<file path="src/rtl/seg_scan_ctrl.sv">
// -----------------------------------------------------------------------------
// seg_scan_ctrl
// Multiplexed common-anode seven-segment display driver. It steps through
// NUM_DIGITS digits, one slot of 2^DIV_WIDTH clkin cycles each. A hex nibble
// per digit is decoded to active-low segments. The driver also supports a
// decimal point per digit, blanking per digit, PWM brightness, a scan enable
// and a frame snapshot. The snapshot keeps each frame tear-free.
//
// Ports
//   clkin       system clock (rising edge)
//   reset       synchronous active-high reset
//   enable      scan enable; low freezes the scan and darkens the display
//   digits_in   hex nibble per digit, digit k = bits [4k+3:4k]
//   dp_in       decimal point request per digit (1 = lit)
//   blank_in    per-digit blank (1 = dark)
//   brightness  PWM level, sampled live every cycle
//   an          anode drives, active low
//   seg         segments {g,f,e,d,c,b,a}, active low
//   dp          decimal point, active low
//   digit_idx   index of the digit whose slot is active
//   frame_tick  one-cycle pulse after each frame wrap
// -----------------------------------------------------------------------------
module seg_scan_ctrl #(
  parameter int NUM_DIGITS   = 4,
  parameter int DIV_WIDTH    = 16,
  parameter int BRIGHT_WIDTH = 4,
  localparam int IDX_W       = (NUM_DIGITS > 1) ? $clog2(NUM_DIGITS) : 1
) (
  input  logic                    clkin,
  input  logic                    reset,
  input  logic                    enable,
  input  logic [4*NUM_DIGITS-1:0] digits_in,
  input  logic [NUM_DIGITS-1:0]   dp_in,
  input  logic [NUM_DIGITS-1:0]   blank_in,
  input  logic [BRIGHT_WIDTH-1:0] brightness,
  output logic [NUM_DIGITS-1:0]   an,
  output logic [6:0]              seg,
  output logic                    dp,
  output logic [IDX_W-1:0]        digit_idx,
  output logic                    frame_tick
);

  localparam logic [DIV_WIDTH-1:0] CNT_MAX  = '1;
  localparam logic [IDX_W-1:0]     IDX_LAST = IDX_W'(NUM_DIGITS - 1);

  logic [DIV_WIDTH-1:0]    cnt_p0;
  logic [IDX_W-1:0]        idx_p0;
  logic [4*NUM_DIGITS-1:0] snap_dig_p0;
  logic [NUM_DIGITS-1:0]   snap_dp_p0;
  logic [NUM_DIGITS-1:0]   snap_blank_p0;

  logic                    wrap_slot;
  logic                    wrap_frame;
  logic                    lit;
  logic [3:0]              nib;
  logic                    dp_sel;
  logic                    blank_sel;
  logic [NUM_DIGITS-1:0]   an_nxt;

  function automatic logic [6:0] hex_to_seg(input logic [3:0] v);
    logic [6:0] s;
    case (v)
      4'h0: s = 7'h40;
      4'h1: s = 7'h79;
      4'h2: s = 7'h24;
      4'h3: s = 7'h30;
      4'h4: s = 7'h19;
      4'h5: s = 7'h12;
      4'h6: s = 7'h02;
      4'h7: s = 7'h78;
      4'h8: s = 7'h00;
      4'h9: s = 7'h10;
      4'hA: s = 7'h08;
      4'hB: s = 7'h03;
      4'hC: s = 7'h46;
      4'hD: s = 7'h21;
      4'hE: s = 7'h06;
      default: s = 7'h0E;
    endcase
    return s;
  endfunction

  assign wrap_slot  = (cnt_p0 == CNT_MAX);
  assign wrap_frame = enable && wrap_slot && (idx_p0 == IDX_LAST);

  // Select the snapshot fields of the active digit. Unused index codes
  // (non-power-of-2 digit counts) are never reached and fall to defaults.
  always_comb begin
    nib       = 4'h0;
    dp_sel    = 1'b0;
    blank_sel = 1'b1;
    for (int k = 0; k < NUM_DIGITS; k++) begin
      if (idx_p0 == IDX_W'(k)) begin
        nib       = snap_dig_p0[4*k +: 4];
        dp_sel    = snap_dp_p0[k];
        blank_sel = snap_blank_p0[k];
      end
    end
  end

  // The PWM on-window compares the top bits of the slot counter with the
  // live brightness. The all-ones level therefore covers the whole slot.
  assign lit = enable && !blank_sel &&
               (cnt_p0[DIV_WIDTH-1 -: BRIGHT_WIDTH] <= brightness);

  always_comb begin
    an_nxt = '1;
    for (int k = 0; k < NUM_DIGITS; k++) begin
      if (lit && (idx_p0 == IDX_W'(k))) an_nxt[k] = 1'b0;
    end
  end

  // Stage 0: slot prescaler, digit index and frame snapshot
  always_ff @(posedge clkin) begin
    if (reset) begin
      cnt_p0 <= '0;
      idx_p0 <= '0;
    end else if (enable) begin
      cnt_p0 <= cnt_p0 + DIV_WIDTH'(1);
      if (wrap_slot) begin
        idx_p0 <= (idx_p0 == IDX_LAST) ? '0 : idx_p0 + IDX_W'(1);
      end
    end
  end

  // The snapshot also loads during reset. This lets the first frame after
  // reset show the inputs present while reset was held.
  always_ff @(posedge clkin) begin
    if (reset || wrap_frame) begin
      snap_dig_p0   <= digits_in;
      snap_dp_p0    <= dp_in;
      snap_blank_p0 <= blank_in;
    end
  end

  // Stage 1: registered display outputs
  always_ff @(posedge clkin) begin
    if (reset) begin
      an         <= '1;
      seg        <= 7'h7F;
      dp         <= 1'b1;
      frame_tick <= 1'b0;
    end else begin
      an         <= an_nxt;
      seg        <= lit ? hex_to_seg(nib) : 7'h7F;
      dp         <= lit ? ~dp_sel : 1'b1;
      frame_tick <= wrap_frame;
    end
  end

  assign digit_idx = idx_p0;

endmodule
</file>
<file path="config.mk">
export PLATFORM = sky130hd
export DESIGN_NAME = seg_scan_ctrl
export DESIGN_NICKNAME = d
export VERILOG_FILES = /design/src/rtl/seg_scan_ctrl.sv
export SDC_FILE = /design/constraint.sdc
export NUM_CORES = 1
export LEC_CHECK = 0
export BUFFER_PORTS_ARGS = -buffer_cell sky130_fd_sc_hd__buf_2
export CAP_MARGIN = 25
export CORE_AREA = 2 2 87 89
export DETAILED_ROUTE_END_ITERATION = 8
export DIE_AREA = 0 0 89 91
export GPL_ROUTABILITY_DRIVEN = 0
export PLACE_DENSITY = 0.59
export SLEW_MARGIN = 10
export SYNTH_ARGS = -nofsm -noshare
export SYNTH_HDL_FRONTEND = slang
export SYNTH_SLANG_ARGS = --single-unit
</file>
<file path="constraint.sdc">
create_clock -name clkin -period 5 [get_ports clkin]
set_clock_uncertainty 0.2 [all_clocks]
set_input_delay 1 -clock clkin [delete_from_list [all_inputs] [get_ports clkin]]
set_output_delay 1 -clock clkin [all_outputs]
set_load 0.05 [all_outputs]
</file>
==> impl_results.md <==
- Outcome: finished, final reports clean
- Net Count, Synth: 275
- TNS Setup: 0 ns
- Core ar.: 7140 um2
- Number of diodes: 0
- Hold_sp: snap_blank_p0[3]
- Gr usage total: 11.9%
- Average size of a mapped cell: 10.7 um2
- Pins Over Slew Limit: 0
- Layout cell share with drive strength beyond 1: 22.4%
- H-tree Lvls: 2
- CP Launch Type: input port
- HPWL after DPL: 3270 um
- R2R Setup Slk: 2.05 ns
- Sw frac: 25.2%
- Number of antenna violations at the first check in global routing: 0
- Pre-CTS setup slack: 1.43 ns
- Initial Util: 34.3%
- Dominant cells by area after synthesis: edfxtp_1 (29%), dfxtp_1 (25%), ha_1 (7.7%), nand2_1 (3.8%), o21ai_0 (2.7%)
- Crit-path max cell delay: 0.77 ns
- Critical Path RT: 4.74 ns
- Final worst slack: 1.79 ns
- WHS Path Cells: 1
- CTS tree: yes
- Io pins: 46
- Drt total wl: 4530 um
- WS Path Type: input port to flip-flop
- Post-Synthesis Cell Area: 2450 um2
- # DRC: 0
- Area leader, netlist: edfxtp_1
- Nets: 317
- Crit path buffers/inverters: 1
- Relative slew slack: 38.3%
- Post-cts sizing count: 0
- Chip height: 91 um
- Number of synthesized register bits: 55
- Slew @ Worst Pin: 0.925 ns
- Hold WS: 0.293 ns
- Final hold viol count: 0
- Pint: 0.000623 W
- Top delay family on crit path: simple AND/OR/NAND/NOR gates
- MaxCap Viol Count: 0
- CTS Root Cell: clkbuf_8
- FF-to-FF End: seg[5]
- Synth warnings: 0
- Clock Power Share: 31.1%
- WL per Instance: 12.2 um
- Unrepaired setup endpoints after global routing: false
- Flop pwr share: 59.7%
- Combinational Power Share: 9.2%
- IO buf count: 45
- Sinks on Clock Net: 55
- Setup violators final: 0
- Crit end category: flip-flop
- CTS buffer count: 5
- Hold Crit Class: flip-flop to flip-flop
- Critical path depth in cells: 5
- R2R depth: 9
- Drt pass-1 iters: 5
- Post-Synthesis Cells: 229
- Power Density: 292 nW/um2
- Sequential-to-total area share from yosys stat: 54.8%
- Library cells used by synthesis: 39
- Number of global-route vias before repair: 1574
- Achievable Freq: 0.312 GHz
- First-pass GRT wire length: 7420 um
- Peak VDD IR: 142 uV
- Grt ovf: 0
- Die Wd: 89 um
- DRT antenna net count: 0
- Clock transition at the registers of the reported paths: 0.11 ns
- CP arrival: 2.95 ns
- Worst Path Max Fanout: 24
- # rows: 31
- Worst-case clock buffer depth: 2
- Total power draw: 0.000833 W
- Slowest CP cell: a21o_1
- Vias per cell: 4.58
- Hold Buf Count CTS: 0
- Fin crit share: 64.2%
- Post-CTS setup buffer count: 0
- Via Count: 1699
- Worst-skew pair later-pin latency: 0.31 ns
- Hold endpoint: an[3]
- Crit-path cells: buf_2, nand4_1, nor3_1, and3_1, a21o_1
- Final Critical Period: 3.21 ns
- Leak: 1.13 nW
- Area added between synthesis and finish: 16.6%
- DR iter-0 viols: 91
- FF-to-FF Start: digit_idx[0]
- Pin count of the biggest net entering global routing: 25
- Switch Pwr: 0.000210 W
- Yosys top cell area share: 29.5%
- Die area: 8100 um2
## cells in the final DEF, fill, tap and decap left out, drive strengths merged, types with 2 or more instances in the layout
master	count
a211oi	3
a21o	2
a21oi	11
and3	3
buf	46
clkbuf	5
dfxtp	31
edfxtp	24
ha	15
inv	16
mux2i	4
nand2	25
nand2b	4
nand3	2
nand3b	4
nand4	5
nor2	14
nor2b	6
nor3	3
nor3b	2
o21ai	13
o221ai	6
or2	2
or3	4
xnor2	4
xor2	7
## cells in the mapped netlist
master    instances
and3_1            3
nand3b_1          4
o221ai_1          6
dfxtp_1          31
a21o_1            2
and4_1            1
a31oi_1           1
or4_1             1
a311oi_2          1
nor2b_1           6
a21oi_1          11
nand4_2           1
o31ai_1           1
mux2i_1           4
xnor2_1           4
a32o_1            1
nand2_1          25
inv_1            14
a221oi_1          1
nand2b_1          4
and3b_1           1
nor3b_1           2
o21ai_0          13
or3_2             1
nand4_1           4
xor2_1            7
a311o_1           1
nand3_1           2
nor2_1           14
ha_1             15
buf_4             1
a211oi_1          3
or4b_2            1
edfxtp_1         24
buf_2             5
clkbuf_1          5
or2_2             2
or3_1             3
nor3_1            3
## worst max path at each step
stage | startpoint | endpoint | slack [ns]
detailed placement | enable | snap_dig_p0[1] | 1.43
finish | enable | snap_dp_p0[3] | 1.79
CTS | enable | snap_dp_p0[3] | 1.76
global placement | enable | snap_dig_p0[11] | 1.55
global route | enable | snap_dp_p0[3] | 1.63
floorplan | enable | snap_blank_p0[0] | 1.91
## power by group through the flow
stage / clock (W) / sequential [W] / combinational, W
global route: 0.000289 / 0.000500 / 0.0000865
CTS: 0.000271 / 0.000498 / 0.0000773
detailed placement: 0 / 0.000508 / 0.0000770
floorplan: 0 / 0.000519 / 0.0000396
global placement: 0 / 0.000507 / 0.0000761
finish: 0.000259 / 0.000497 / 0.0000768
## sequential cells by signal, indices dropped and copies added (netlist names)
| name | count |
|---|---|
| dp | 1 |
| snap_blank_p0 | 4 |
| snap_dig_p0 | 16 |
| seg | 7 |
| cnt_p0 | 16 |
| snap_dp_p0 | 4 |
| digit_idx | 2 |
| frame_tick | 1 |
| an | 4 |
## per-layer routing
layer / GRT usage [%] / up-vias / wire, um
li1: - / 888 / -
met1: 17.0 / 764 / 2230
met2: 16.7 / 43 / 1960
met3: 3.73 / 4 / 283
met4: 4.85 / 0 / 61
met5: 0 / - / 0
## logic make-up after synthesis
group | after synthesis | synth area share, %
AOI/OAI and AO/OA | 41 | 10.9
xor gates and xnor gates | 11 | 3.94
DFF | 55 | 54.8
and+or+nand+nor | 78 | 16.7
adders and majority gates | 15 | 7.67
muxes | 4 | 1.64
buffers and inverters | 25 | 4.25
## per-stage QoR
step,area (um2),instances,utilization [%]
floorplan,2450,229,-
global placement,2750,363,38.6
detailed placement,2750,363,38.6
CTS,2850,371,39.9
global route,2850,371,40.0
finish,2850,371,40.0
## area by class of cell
type	instances	area, um2
flip-flops and latches	55	1340
well taps	99	124
inverters	14	52.6
fillers	737	4290
multi-input cells	149	1010
clock inverters	3	26.3
repair buffers	46	233
clock buffers	5	68.8
(Power assumes the default switching activity.)
